**src/rtl/lsu_ctrl.sv**
```systemverilog
// lsu_ctrl: multi-cycle load/store unit between execute and data memory.
// Issues byte-masked doubleword accesses and aligns/extends load results.
module lsu_ctrl #(
  parameter int CPU_WIDTH      = 64,
  parameter int REG_ADDR_WIDTH = 5
) (
  input  logic                      clk,
  input  logic                      rst_n,
  input  logic                      ex_valid,
  output logic                      ex_ready,
  input  logic                      ex_is_load,
  input  logic                      ex_is_store,
  input  logic [2:0]                ex_funct3,
  input  logic [CPU_WIDTH-1:0]      ex_addr,
  input  logic [CPU_WIDTH-1:0]      ex_store_data,
  input  logic [REG_ADDR_WIDTH-1:0] ex_rd,
  output logic                      mem_req_valid,
  input  logic                      mem_req_ready,
  output logic                      mem_req_we,
  output logic [CPU_WIDTH-1:0]      mem_req_addr,
  output logic [CPU_WIDTH-1:0]      mem_req_wdata,
  output logic [7:0]                mem_req_wmask,
  input  logic                      mem_rsp_valid,
  input  logic [CPU_WIDTH-1:0]      mem_rsp_rdata,
  output logic                      wb_wen,
  output logic [REG_ADDR_WIDTH-1:0] wb_waddr,
  output logic [CPU_WIDTH-1:0]      wb_wdata,
  output logic                      access_err
);

  typedef enum logic [1:0] {
    IDLE,
    REQ,
    WAIT,
    WB
  } state_e;

  state_e state_q, state_d;

  logic [2:0]           off;
  logic                 is_op;
  logic                 mis;
  logic                 bad_f3;
  logic                 err;
  logic [7:0]           st_mask;
  logic [CPU_WIDTH-1:0] st_data;
  logic                 accept;
  logic                 start;

  logic                      ld_q;
  logic [2:0]                f3_q;
  logic [2:0]                off_q;
  logic [REG_ADDR_WIDTH-1:0] rd_q;
  logic [CPU_WIDTH-1:0]      ld_sh;
  logic [CPU_WIDTH-1:0]      ld_ext;

  assign ex_ready = (state_q == IDLE);
  assign accept   = ex_valid & ex_ready;
  assign start    = accept & is_op & ~err;

  // Request decode: offset, alignment/funct3 errors, mask, shifted data
  always_comb begin
    off   = ex_addr[2:0];
    is_op = ex_is_load | ex_is_store;
    unique case (ex_funct3[1:0])
      2'b00:   mis = 1'b0;
      2'b01:   mis = off[0];
      2'b10:   mis = |off[1:0];
      default: mis = |off;
    endcase
    if (ex_is_store) bad_f3 = ex_funct3[2];
    else             bad_f3 = &ex_funct3;
    err = (ex_is_load & ex_is_store)
        | (is_op & (bad_f3 | mis));
    unique case (ex_funct3[1:0])
      2'b00:   st_mask = 8'h01 << off;
      2'b01:   st_mask = 8'h03 << off;
      2'b10:   st_mask = 8'h0F << off;
      default: st_mask = 8'hFF;
    endcase
    st_data = ex_store_data << {off, 3'b000};
  end

  // Load alignment and sign/zero extension of the returned doubleword
  always_comb begin
    ld_sh = mem_rsp_rdata >> {off_q, 3'b000};
    unique case (f3_q)
      3'b000:  ld_ext = {{(CPU_WIDTH-8){ld_sh[7]}}, ld_sh[7:0]};
      3'b001:  ld_ext = {{(CPU_WIDTH-16){ld_sh[15]}}, ld_sh[15:0]};
      3'b010:  ld_ext = {{(CPU_WIDTH-32){ld_sh[31]}}, ld_sh[31:0]};
      3'b100:  ld_ext = {{(CPU_WIDTH-8){1'b0}}, ld_sh[7:0]};
      3'b101:  ld_ext = {{(CPU_WIDTH-16){1'b0}}, ld_sh[15:0]};
      3'b110:  ld_ext = {{(CPU_WIDTH-32){1'b0}}, ld_sh[31:0]};
      default: ld_ext = ld_sh;
    endcase
  end

  // State register
  always_ff @(posedge clk or negedge rst_n) begin
    if (!rst_n) state_q <= IDLE;
    else        state_q <= state_d;
  end

  // Next-state logic
  always_comb begin
    state_d = state_q;
    unique case (state_q)
      IDLE: if (start) state_d = REQ;
      REQ: begin
        if (mem_req_ready) begin
          if (ld_q) state_d = WAIT;
          else      state_d = IDLE;
        end
      end
      WAIT: if (mem_rsp_valid) state_d = WB;
      WB:   state_d = IDLE;
      default: state_d = IDLE;
    endcase
  end

  // Latch the accepted request's load context
  always_ff @(posedge clk or negedge rst_n) begin
    if (!rst_n) begin
      ld_q  <= 1'b0;
      f3_q  <= 3'b000;
      off_q <= 3'b000;
      rd_q  <= '0;
    end else if (start) begin
      ld_q  <= ex_is_load;
      f3_q  <= ex_funct3;
      off_q <= off;
      rd_q  <= ex_rd;
    end
  end

  // Registered outputs toward memory, write-back and error reporting
  always_ff @(posedge clk or negedge rst_n) begin
    if (!rst_n) begin
      access_err    <= 1'b0;
      mem_req_valid <= 1'b0;
      mem_req_we    <= 1'b0;
      mem_req_addr  <= '0;
      mem_req_wdata <= '0;
      mem_req_wmask <= 8'h00;
      wb_wen        <= 1'b0;
      wb_waddr      <= '0;
      wb_wdata      <= '0;
    end else begin
      access_err    <= accept & err;
      mem_req_valid <= (state_d == REQ);
      wb_wen        <= (state_d == WB) & (rd_q != '0);
      if (start) begin
        mem_req_we    <= ex_is_store;
        mem_req_addr  <= {ex_addr[CPU_WIDTH-1:3], 3'b000};
        mem_req_wmask <= ex_is_store ? st_mask : 8'h00;
        mem_req_wdata <= ex_is_store ? st_data : '0;
      end
      if ((state_q == WAIT) && mem_rsp_valid) begin
        wb_wdata <= ld_ext;
        wb_waddr <= rd_q;
      end
    end
  end

endmodule

```
**config.mk**
```make
export PLATFORM = sky130hd
export DESIGN_NAME = lsu_ctrl
export DESIGN_NICKNAME = d
export VERILOG_FILES = /design/src/rtl/lsu_ctrl.sv
export SDC_FILE = /design/constraint.sdc
export NUM_CORES = 1
export LEC_CHECK = 0
export CORE_AREA = 2 2 161 163
export DETAILED_ROUTE_END_ITERATION = 12
export DIE_AREA = 0 0 163 165
export PLACE_DENSITY = 0.88
export SYNTH_ARGS = -nofsm -noshare
export SYNTH_HDL_FRONTEND = slang
export SYNTH_SLANG_ARGS = --single-unit
```
**constraint.sdc**
```tcl
create_clock -name clk -period 6.1 [get_ports clk]
set_input_delay 1.22 -clock clk [delete_from_list [all_inputs] [get_ports clk]]
set_output_delay 1.22 -clock clk [all_outputs]
set_load 0.03 [all_outputs]
```
==> results.toml <==
[routing]
detail-route-antenna-nets = 0
vias = 10700
dr.first_iter.drc_count = 1035
wl_mm = 42.3
drc = 0
drt_pass1_iterations = 5
routedWlPerCell_um = 23.3
viasPerCell = 5.89

[finish]
multi_input_area_um2 = 5540
seqCellArea_um2 = 5510
syn_to_final_growth_pct = 44.5
fillers = 1891
drive_above_1_share_pct = 12.7
final_cells = 1812
final_cell_area_um2 = 16600
finish.utilization_pct = 66.3
final_nets = 1673

[setup_path]
cp-start-kind = "input port"
required_ns = 6.52
slowest_stage = "clkdlybuf4s50_1"
timing.rr.start = "off_q[2]$_DFFE_PN0P_"
cp-end-kind = "flop"
crit_fanout = 17
r2r_cells = 6
reg2reg_to = "wb_wdata[35]$_DFFE_PN0P_"
criticalPathCategory = "in2reg"
arrival_ns = 4.01
slowest_delay_ns = 0.97
r2r_slack_ns = 2.65
path_cells = "clkdlybuf4s50_1 -> nor3b_1 -> o2111a_1 -> nand2b_1 -> o21ai_0"

[placement]
gp_congestion = 1.01
place_area_um2 = 15800
numPortBuffers = 413
pre_cts_ws_ns = 2.06
dp_hpwl_mm = 31.4
dpl.cell_count = 1764

[worst_hold_path]
hold_path_class = "reg2reg"
min_to = "mem_req_we$_DFFE_PN0P_"
hold_path.startpoint = "mem_req_we$_DFFE_PN0P_"
holdPathStages = 2

[timing]
period_minus_slack_ns = 3.58
timing.slew.headroom_pct = 22.1
hold_viol = 0
worst_slew_pin_slew_ns = 1.17
hold_slack_ns = 0.473
finClkSkew_ns = 0.00871
period_share_pct = 58.8
timing.final.ws_setup_ns = 2.52
setup-tns-final_ns = 0
fmax_mhz = 279
rsz0062_at_grt = "false"
slew_violations = 0
report.final.setup_viol = 0

[floorplanning]
dieHeight_um = 165
fp.dieW_um = 163
die_area_um2 = 26900
placementRows = 58
io_pins = 417
core_area_um2 = 25000
initial_utilization_pct = 45.9

[synthesis]
yosysWarnings = 0
synth.area.top_cells = "dfrtp_1 48%, mux2_2 8.5%, mux2i_1 6.3%"
synth.distinct_cells = 54
synth_edf_count = 0
postSynthCellCount = 1096
mappedNetlistArea_um2 = 11500
seq_area_frac_synth_pct = 47.9
postSynth.asyncResetShare_pct = 100
ys.flop_type = "dfrtp_1"
synth-seq-cells = 220
synthDominantCellAreaShare_pct = 47.9
synth.avg_cell_area_um2 = 10.5
synth_top_area_cell = "dfrtp_1"

[clock_tree]
cts_resized = 0
clockRootBuffer = "clkbuf_16"
path_clk_slew_ns = 0.06
cts_tree = "done"
h-tree-depth = 1
clock_latency_ns = 0.52
clock_path_buffers = 3
numClockSinks = 220
numCtsBuffers = 25
post_cts_buffers = 0
ctsHoldBuffers = 0

[pwr]
leakagePower_nw = 6.98
vdd_drop_max_mv = 0.341
pwr_density_cell_nw_per_um2 = 506
total_power_mw = 8.39

[global_route]
grt_max_degree = 123
track_usage_pct = 30.5
grt_pass1_wl_mm = 62.4
grt_pass1_vias = 10600
antenna_found_initial = 1
overflow = 0

[status]
status = "completed"

[flow_run]
drv_cap = 0
-- final cells by class --
type,instances,share of cell area [%]
clock inverter,15,0.845
timing repair buffer,426,25.6
multi-input combinational,773,33.4
clock buffer,31,4.15
sequential,220,33.2
inverter,15,0.339
tap,330,2.49
antenna,2,0.0302
-- Yosys cell counts (all sizes together) (9+ instances only) --
cell type / instances
clkbuf: 61
nand2: 117
a31oi: 20
nor2: 99
or2: 10
inv: 14
mux2: 87
buf: 29
dfrtp: 220
a21oi: 78
a211oi: 32
mux2i: 72
o21ai: 66
nand2b: 15
a22o: 37
o22a: 9
mux4: 25
o22ai: 16
nor2b: 22
-- where the power goes --
| group | switching, mW | leakage (nW) | internal [mW] | total [mW] |
|---|---|---|---|---|
| combinational | 2.50 | 3.81 | 1.83 | 4.32 |
| clock | 0.629 | 0.420 | 0.890 | 1.52 |
| sequential | 0.492 | 2.74 | 2.06 | 2.55 |
| total | 3.62 | 6.98 | 4.77 | 8.39 |
-- placed cells by master, fill, tap and decap left out, types with 3 or more instances in the layout --
master | synthesis | final
a211o_1 | 3 | 3
a211oi_1 | 32 | 32
a21o_1 | 4 | 4
a21oi_1 | 78 | 78
a22o_1 | 37 | 37
a2bb2oi_1 | 6 | 6
a31oi_1 | 20 | 20
a32oi_1 | 8 | 8
buf_4 | 4 | 13
clkbuf_16 | 0 | 25
clkbuf_8 | 0 | 4
clkdlybuf4s50_1 | 0 | 410
clkinv_2 | 0 | 9
conb_1 | 1 | 3
dfrtp_1 | 220 | 219
ha_1 | 5 | 5
inv_1 | 14 | 14
mux2_2 | 87 | 87
mux2i_1 | 72 | 72
mux4_2 | 25 | 25
nand2_1 | 117 | 117
nand2b_1 | 15 | 15
nor2_1 | 98 | 98
nor2b_1 | 22 | 22
nor3_1 | 3 | 3
o211ai_1 | 8 | 8
o21ai_0 | 66 | 66
o22a_1 | 9 | 9
o22ai_1 | 16 | 16
o32a_1 | 6 | 6
or2_2 | 9 | 9
-- registers in the layout (all words and copies together) (netlist names) --
name           flops
mem_req_wdata     64
wb_wdata          64
mem_req_addr      61
mem_req_wmask      8
rd_q               5
wb_waddr           5
f3_q               3
off_q              3
state_q            2
access_err         1
ld_q               1
mem_req_valid      1
mem_req_we         1
wb_wen             1
-- critical path: cells and delay by family --
| kind | cells | cell delay (ns) |
|---|---|---|
| buffers and inverters | 1 | 0.97 |
| and+or+nand+nor | 2 | 0.77 |
| AOI/OAI and AO/OA | 2 | 1.04 |
-- worst max path at each step --
stage | start | end | slack (ns)
final | ex_is_store | mem_req_wdata[8]$_DFFE_PN0P_ | 2.52
after global routing | ex_is_store | mem_req_wdata[14]$_DFFE_PN0P_ | 2.29
after CTS | ex_is_store | mem_req_wdata[8]$_DFFE_PN0P_ | 2.60
after detailed placement | ex_is_store | mem_req_wdata[8]$_DFFE_PN0P_ | 2.06
after global placement | ex_is_store | mem_req_wmask[1]$_DFFE_PN0P_ | 2.19
after floorplan | ex_addr[1] | f3_q[2]$_DFFE_PN0P_ | 3.18
-- metal layers --
metal | GRT usage (%) | wire, µm | part of all wire (%) | vias up
met4 | 14.9 | 2200 | 5.2 | 0
li1 | - | - | - | 4710
met1 | 35.9 | 15100 | 36 | 5159
met5 | 0 | 0 | 0 | -
met3 | 5.52 | 3970 | 9.4 | 134
met2 | 53.7 | 21000 | 50 | 674
-- logic make-up (layout without fill, tap and decap cells) --
logic type	count (synthesis)	count (layout)	share of synthesized area, %
other	1	5	0.0326
AOI/OAI and AO/OA	302	302	17.2
adders and majority gates	5	5	0.545
DFF	220	220	47.9
and+or+nand+nor	279	279	10.7
buffers and inverters	105	487	3.89
muxes	184	184	19.7
No activity file was read; power rests on OpenSTA's default activity.
